===== src/rtl/beat_stim_pkg.sv =====
// Shared encodings and reset frequency words for the three-laser beat-note stimulus source.
package beat_stim_pkg;

  typedef enum logic [1:0] {
    OP_SET_FREQ   = 2'd0,
    OP_PHASE_STEP = 2'd1,
    OP_RAMP       = 2'd2,
    OP_CLR_PHASE  = 2'd3
  } op_e;

  typedef enum logic {
    ST_IDLE = 1'b0,
    ST_RAMP = 1'b1
  } state_e;

  localparam logic [1:0] SEL_ALL = 2'd3;
  localparam int NUM_TONES = 3;

  // 13 / 7 / 4 MHz tones at a 125 MHz sample rate, floor(f * 2^32 / 125)
  localparam logic [31:0] DEF_F1_WORD = 32'd446676598;
  localparam logic [31:0] DEF_F2_WORD = 32'd240518168;
  localparam logic [31:0] DEF_F3_WORD = 32'd137438953;

endpackage


===== src/rtl/beat_tone_stim_gen_tone_accum.sv =====
// One modelled laser: frequency word register plus free-running phase accumulator.
module tone_accum #(
  parameter int           W        = 32,
  parameter logic [W-1:0] RST_FREQ = '0
) (
  input  logic         clk,
  input  logic         rst,
  input  logic         set_en,
  input  logic         step_en,
  input  logic         inc_en,
  input  logic         clr_en,
  input  logic [W-1:0] cmd_val,
  input  logic [W-1:0] inc_val,
  output logic [W-1:0] freq,
  output logic [W-1:0] acc
);

  logic [W-1:0] freq_d, freq_q;
  logic [W-1:0] acc_d,  acc_q;

  always_comb begin
    freq_d = freq_q;
    if (set_en)      freq_d = cmd_val;
    else if (inc_en) freq_d = freq_q + inc_val;

    // a new frequency only takes effect on the accumulator one edge later
    acc_d = acc_q + freq_q;
    if (step_en) acc_d = acc_q + freq_q + cmd_val;
    if (clr_en)  acc_d = '0;
  end

  always_ff @(posedge clk or posedge rst) begin
    if (rst) begin
      freq_q <= RST_FREQ;
      acc_q  <= '0;
    end else begin
      freq_q <= freq_d;
      acc_q  <= acc_d;
    end
  end

  assign freq = freq_q;
  assign acc  = acc_q;

endmodule


===== src/rtl/beat_tone_stim_gen.sv =====
// Three-tone beat-note stimulus source: command decode, ramp FSM and registered beat outputs.
module beat_tone_stim_gen
  import beat_stim_pkg::*;
#(
  parameter int                     ACCUM_WIDTH = 32,
  parameter logic [ACCUM_WIDTH-1:0] F1_WORD     = ACCUM_WIDTH'(DEF_F1_WORD),
  parameter logic [ACCUM_WIDTH-1:0] F2_WORD     = ACCUM_WIDTH'(DEF_F2_WORD),
  parameter logic [ACCUM_WIDTH-1:0] F3_WORD     = ACCUM_WIDTH'(DEF_F3_WORD),
  parameter int                     LEN_W       = 16
) (
  input  logic                   clk,
  input  logic                   rst,
  input  logic                   cmd_valid,
  output logic                   cmd_ready,
  input  logic [1:0]             cmd_op,
  input  logic [1:0]             cmd_sel,
  input  logic [ACCUM_WIDTH-1:0] cmd_value,
  input  logic [LEN_W-1:0]       cmd_len,
  output logic [ACCUM_WIDTH-1:0] phase_a,
  output logic [ACCUM_WIDTH-1:0] phase_b,
  output logic [ACCUM_WIDTH-1:0] phase_c,
  output logic [ACCUM_WIDTH-1:0] fword_a,
  output logic [ACCUM_WIDTH-1:0] fword_b,
  output logic [ACCUM_WIDTH-1:0] fword_c,
  output logic [ACCUM_WIDTH-1:0] closure,
  output logic                   busy
);

  localparam logic [NUM_TONES-1:0][ACCUM_WIDTH-1:0] RST_FREQS = {F3_WORD, F2_WORD, F1_WORD};

  state_e                 state_d, state_q;
  logic [LEN_W-1:0]       cnt_d, cnt_q;
  logic [ACCUM_WIDTH-1:0] rinc_d, rinc_q;
  logic [1:0]             rsel_d, rsel_q;
  logic                   busy_d, busy_q;
  logic                   accept;
  op_e                    op;

  logic [NUM_TONES-1:0]                  set_en, step_en, inc_en, clr_en;
  logic [NUM_TONES-1:0][ACCUM_WIDTH-1:0] freq, acc;

  assign cmd_ready = (state_q == ST_IDLE) & ~rst;
  assign accept    = cmd_valid & cmd_ready;
  assign op        = op_e'(cmd_op);

  for (genvar i = 0; i < NUM_TONES; i++) begin : g_tone
    logic hit, rhit;
    assign hit        = (cmd_sel == SEL_ALL) || (cmd_sel == 2'(i));
    assign rhit       = (rsel_q  == SEL_ALL) || (rsel_q  == 2'(i));
    assign set_en[i]  = accept & hit & (op == OP_SET_FREQ);
    assign step_en[i] = accept & hit & (op == OP_PHASE_STEP);
    assign clr_en[i]  = accept & hit & (op == OP_CLR_PHASE);
    assign inc_en[i]  = (state_q == ST_RAMP) & rhit;

    tone_accum #(
      .W        (ACCUM_WIDTH),
      .RST_FREQ (RST_FREQS[i])
    ) u_tone (
      .clk     (clk),
      .rst     (rst),
      .set_en  (set_en[i]),
      .step_en (step_en[i]),
      .inc_en  (inc_en[i]),
      .clr_en  (clr_en[i]),
      .cmd_val (cmd_value),
      .inc_val (rinc_q),
      .freq    (freq[i]),
      .acc     (acc[i])
    );
  end

  always_comb begin
    state_d = state_q;
    cnt_d   = cnt_q;
    rinc_d  = rinc_q;
    rsel_d  = rsel_q;
    unique case (state_q)
      ST_IDLE: begin
        // a zero-length ramp is consumed without leaving IDLE
        if (accept && (op == OP_RAMP) && (cmd_len != '0)) begin
          state_d = ST_RAMP;
          cnt_d   = cmd_len;
          rinc_d  = cmd_value;
          rsel_d  = cmd_sel;
        end
      end
      ST_RAMP: begin
        cnt_d = cnt_q - LEN_W'(1);
        if (cnt_q == LEN_W'(1)) state_d = ST_IDLE;
      end
      default: state_d = ST_IDLE;
    endcase
    busy_d = (state_d == ST_RAMP);
  end

  logic [ACCUM_WIDTH-1:0] phase_a_d, phase_b_d, phase_c_d, closure_d;
  logic [ACCUM_WIDTH-1:0] phase_a_q, phase_b_q, phase_c_q, closure_q;
  logic [ACCUM_WIDTH-1:0] fword_a_q, fword_b_q, fword_c_q;

  always_comb begin
    phase_a_d = acc[0] - acc[1];
    phase_b_d = acc[0] - acc[2];
    phase_c_d = acc[1] - acc[2];
    // built from the same snapshot, so any nonzero value exposes a datapath fault
    closure_d = phase_a_d - phase_b_d + phase_c_d;
  end

  always_ff @(posedge clk or posedge rst) begin
    if (rst) begin
      state_q   <= ST_IDLE;
      cnt_q     <= '0;
      rinc_q    <= '0;
      rsel_q    <= '0;
      busy_q    <= 1'b0;
      phase_a_q <= '0;
      phase_b_q <= '0;
      phase_c_q <= '0;
      closure_q <= '0;
      fword_a_q <= '0;
      fword_b_q <= '0;
      fword_c_q <= '0;
    end else begin
      state_q   <= state_d;
      cnt_q     <= cnt_d;
      rinc_q    <= rinc_d;
      rsel_q    <= rsel_d;
      busy_q    <= busy_d;
      phase_a_q <= phase_a_d;
      phase_b_q <= phase_b_d;
      phase_c_q <= phase_c_d;
      closure_q <= closure_d;
      fword_a_q <= freq[0] - freq[1];
      fword_b_q <= freq[0] - freq[2];
      fword_c_q <= freq[1] - freq[2];
    end
  end

  assign phase_a = phase_a_q;
  assign phase_b = phase_b_q;
  assign phase_c = phase_c_q;
  assign closure = closure_q;
  assign fword_a = fword_a_q;
  assign fword_b = fword_b_q;
  assign fword_c = fword_c_q;
  assign busy    = busy_q;

endmodule


===== config.mk =====
export PLATFORM = sky130hd
export DESIGN_NAME = beat_tone_stim_gen
export DESIGN_NICKNAME = d
export VERILOG_FILES = /design/src/rtl/beat_stim_pkg.sv /design/src/rtl/beat_tone_stim_gen_tone_accum.sv /design/src/rtl/beat_tone_stim_gen.sv
export SDC_FILE = /design/constraint.sdc
export NUM_CORES = 2
export LEC_CHECK = 0
export CAP_MARGIN = 30
export CORE_UTILIZATION = 60
export DETAILED_ROUTE_END_ITERATION = 16
export PLACE_DENSITY = 0.78
export REMOVE_ABC_BUFFERS = 1
export SETUP_SLACK_MARGIN = 0.5
export SYNTH_ARGS = -nofsm -noshare
export SYNTH_HDL_FRONTEND = slang
export SYNTH_HIERARCHICAL = 1
export SYNTH_SLANG_ARGS = --single-unit

===== constraint.sdc =====
create_clock -name clk -period 22.2 [get_ports clk]
set_input_delay 4.44 -clock clk [delete_from_list [all_inputs] [get_ports clk]]
set_output_delay 4.44 -clock clk [all_outputs]
set_load 0.02 [all_outputs]

==> results <==
- The half-perimeter wire length after placement is 103 mm.
- Summed over all layers, the routed wires come to 130 mm.
- In this run, synthesis produced a sequential element count of ~470.
- For this run, the top clock speed supported by timing is 97.0 MHz.
- The combined area of the multi-input logic cells is approximately 29,000 um^2.
- The remaining routing DRC violations is 0.
- The sequential area share after synthesis is 27.8%.
- The worst-path cell with the longest stage delay is sky130_fd_sc_hd__clkdlybuf4s50_1.
- The core region area is 69,100 um^2.
- Setup violations remaining at the end of the flow were counted as 0.
- The last weighted congestion value of the routability-driven placer is 0.958.
- Hold repair after CTS inserted 0 buffers.
- The type of the most critical hold path is reg2reg.
- The clock-pin slew on the worst setup and hold paths is 0.05 ns.
- During synthesis, Yosys emitted a total of 6 warnings.
- The CTS buffer count is 55.
- The number of global-route vias before repair is 37,000.
- The floorplan die width is 267 um.
- Dividing the synthesized area by the synthesized cell count gives 8.55 um^2.
- For this design the top-level I/O count stands at 281.
- The final count of hold timing violations is 0.
- The setup check on the worst reg-to-reg path leaves a slack of 15.69 ns.
- In this run the remaining antenna-violating nets after routing total 0.
- STA classifies the critical path endpoint as an output pin.
- The first global-routing pass estimated 200 mm of wire.
- For this run, the leading register cell type out of synthesis is sky130_fd_sc_hd__dfrtp_1.
- The shortest clock period the worst path allows after layout is between 10 and 15 ns.
- For this run, the post-layout net count is 5,807.
- Synthesis handed over a netlist of 4,940 instances.
- The buffer depth of the longest clock path is 3.
- At the pin with the least slew margin, the transition time is 0.899 ns.
- Broken down by cell family, the worst path's largest delay share belongs to buffers and inverters.
- The number of setup buffers added after CTS is 0.
- The count of cell types in the netlist is roughly 110.
- The share of the clock period used by the worst path after layout is between 40% and 50%.
- The largest single stage delay on the critical path is 0.63 ns.
- The overall routing resource usage is approximately 36%.
- The die covers 71,500 um^2.
- The overall via count from detail_route is 38,800.
- The layout has 5,482 filler cells.
- Once the clock tree was built, the resizer swapped 0 gates to a different size.
- The pin count of the biggest net entering global routing is 92.
- The worst slew margin relative to its limit is approximately two fifths.
- The H-tree generated during clock tree synthesis spans 2 levels.
- The critical path goes through clkdlybuf4s50_1 -> nor2_1 -> clkdlybuf4s50_1.
- The buffer and inverter count on the worst path is 2.
- The largest fanout of any net on the critical path is 5.
- Of all cell types, the one taking the most synthesized area is sky130_fd_sc_hd__dfrtp_1.
- For the final database, setup skew stands at 0.0246 ns.
- The synthesized design contains 0 enable-type register cells.
- In the synthesized netlist the async set-or-reset flop fraction comes to 100%.
- The root cell of the clock tree is sky130_fd_sc_hd__clkbuf_16.
- The sequential cells in the finished layout cover a total of 11,700 um^2.
- For this run the aggregate overflow at the end of global routing stands at 0.
- After detailed routing, the average wire length per cell comes to 21.1 um.
- The share of cells above drive strength 1 is 5.34%.
- The run finished with clean final reports.
- The worst setup path is launched from a primary input.
- In this run the tool buffered the top-level ports with 280 buffer cells.
- The top cell type by area accounts for 25.2% of the synthesized area.
- The count of standard-cell rows is 96.
- The cell occurring most often along the worst timing path is sky130_fd_sc_hd__clkdlybuf4s50_1.
- The most numerous cell in the Yosys netlist is sky130_fd_sc_hd__ha_1.
- The initial antenna violation count was 2.
- In the synthesized netlist, the cells that appear most often are 510 x sky130_fd_sc_hd__ha_1, 448 x sky130_fd_sc_hd__a21oi_1, 446 x sky130_fd_sc_hd__nand2_1, 425 x sky130_fd_sc_hd__dfrtp_1, 362 x sky130_fd_sc_hd__inv_1.
- The later pin in the worst-skew pair is clocked with a latency of 0.64 ns.
- The first-pass iteration count of the detailed router is 7.
- The sink count of the clock tree is 467.
- For the worst setup path, the data arrival time is 5.87 ns.
- Ranked by total cell area, the synthesized netlist is headed by sky130_fd_sc_hd__dfrtp_1 25%, sky130_fd_sc_hd__ha_1 15%, sky130_fd_sc_hd__xnor2_1 6.0%.
- The layout overhead on the synthesized area is 13.5%.
- TritonCTS built the clock tree.
- The floorplan die height is 267 um.
- Setup repair after global routing left no endpoint under its margin.
- Summing every instance area after synthesis gives 42,200 um^2.
- At the worst endpoint, the required time is 17.76 ns.
- Max-cap violations in this run came to 0.
- The worst setup path is of the in2out kind.
- The detailed router finished its first iteration with 3,379 violations.
- Using the TritonRoute via totals, the vias-per-cell ratio works out to 6.28.
- The starting density of the core is 61.2%.
- The aggregate negative setup slack is 0 ns.
- The final count of pins violating max slew came to 0.
## state kept, by name, indices dropped and copies added, names as in the netlist
| signal | cells |
|---|---|
| busy | 1 |
| closure | 32 |
| cnt_q | 16 |
| fword_a | 32 |
| fword_b | 32 |
| fword_c | 32 |
| g_tone.u_tone/acc | 96 |
| g_tone.u_tone/freq | 96 |
| phase_a | 32 |
| phase_b | 32 |
| phase_c | 32 |
| rinc_q | 32 |
| rsel_q | 2 |
## cell type report
class,instances,share of cell area [%]
inverter,363,2.86
sequential,467,24.5
clock buffer,73,3.16
tap,931,2.43
timing repair buffer,313,6.41
clock inverter,27,0.764
antenna,1,0.00522
multi-input combinational,3996,59.9
## final timing paths
kind / from / to / depth (start not counted)
worst max-delay path: rst / cmd_ready / 3
worst min-delay path: cnt_q[9] / cnt_q[9] / 1
worst max register to register: g_tone[2].u_tone/acc[0] / closure[31] / 25
worst min register to register: cnt_q[9] / cnt_q[9] / 1
max in group asynchronous: rst / closure[30] / 4
min in group asynchronous: rst / fword_b[5] / 2
## cells by family (layout without fill, tap and decap cells)
| family | after synthesis | count (layout) | synth area share, % |
|---|---|---|---|
| muxes | 111 | 111 | 2.69 |
| buffers and inverters | 477 | 776 | 4.28 |
| adders and majority gates | 556 | 556 | 17.3 |
| AOI/OAI and AO/OA | 1521 | 1521 | 23.4 |
| other | 0 | 1 | 0 |
| DFF | 467 | 467 | 27.8 |
| and+or+nand+nor | 1401 | 1401 | 16.0 |
| xor gates and xnor gates | 407 | 407 | 8.54 |
## cells in the final DEF, fill, tap and decap left out, types with 13 or more instances in the layout
| master | n |
|---|---|
| sky130_fd_sc_hd__a211o_1 | 17 |
| sky130_fd_sc_hd__a211oi_1 | 61 |
| sky130_fd_sc_hd__a21boi_0 | 14 |
| sky130_fd_sc_hd__a21o_1 | 193 |
| sky130_fd_sc_hd__a21oi_1 | 448 |
| sky130_fd_sc_hd__a221o_1 | 16 |
| sky130_fd_sc_hd__a31oi_1 | 53 |
| sky130_fd_sc_hd__and2_1 | 24 |
| sky130_fd_sc_hd__and3_1 | 44 |
| sky130_fd_sc_hd__buf_4 | 31 |
| sky130_fd_sc_hd__clkbuf_16 | 55 |
| sky130_fd_sc_hd__clkdlybuf4s50_1 | 280 |
| sky130_fd_sc_hd__dfrtp_1 | 425 |
| sky130_fd_sc_hd__dfstp_2 | 42 |
| sky130_fd_sc_hd__fa_1 | 46 |
| sky130_fd_sc_hd__ha_1 | 510 |
| sky130_fd_sc_hd__inv_1 | 358 |
| sky130_fd_sc_hd__mux2_2 | 13 |
| sky130_fd_sc_hd__mux2i_1 | 96 |
| sky130_fd_sc_hd__nand2_1 | 446 |
| sky130_fd_sc_hd__nand2b_1 | 64 |
| sky130_fd_sc_hd__nand3_1 | 97 |
| sky130_fd_sc_hd__nand3b_1 | 21 |
| sky130_fd_sc_hd__nand4_1 | 52 |
| sky130_fd_sc_hd__nor2_1 | 332 |
| sky130_fd_sc_hd__nor2b_1 | 67 |
| sky130_fd_sc_hd__nor3_1 | 95 |
| sky130_fd_sc_hd__nor3b_1 | 24 |
| sky130_fd_sc_hd__nor4_1 | 24 |
| sky130_fd_sc_hd__o2111ai_1 | 13 |
| sky130_fd_sc_hd__o211ai_1 | 31 |
| sky130_fd_sc_hd__o21a_1 | 54 |
| sky130_fd_sc_hd__o21ai_0 | 307 |
| sky130_fd_sc_hd__o21ai_1 | 44 |
| sky130_fd_sc_hd__o21bai_1 | 71 |
| sky130_fd_sc_hd__o31ai_1 | 19 |
| sky130_fd_sc_hd__or2_2 | 15 |
| sky130_fd_sc_hd__or3_1 | 31 |
| sky130_fd_sc_hd__xnor2_1 | 287 |
| sky130_fd_sc_hd__xor2_1 | 116 |
## routing by layer
metal / up-vias / GRT usage (%) / part of all wire [%]
li1: 18300 / - / -
met1: 18600 / 50.1 / 44
met2: 1571 / 57.6 / 45
met3: 269 / 5.16 / 7.9
met4: 0 / 11.0 / 3.2
met5: - / 0 / 0
## stage by stage
stage          area [um^2]  worst slack [ns]  util [%]  cells  hold slack [ns]
2_1_floorplan        41800             10.18         -   4826            0.469
3_3_place_gp         46000             11.92      66.7   6068            0.490
3_5_place_dp         46100             11.90      66.7   6069            0.495
4_1_cts              47900             11.90      69.4   6169            0.508
5_1_grt              48000             11.83      69.4   6171            0.549
6_report             48000             11.89      69.4   6171            0.506
Power is not shown: default switching activity piles up to over one toggle a cycle in this logic, so the estimate is an artifact.
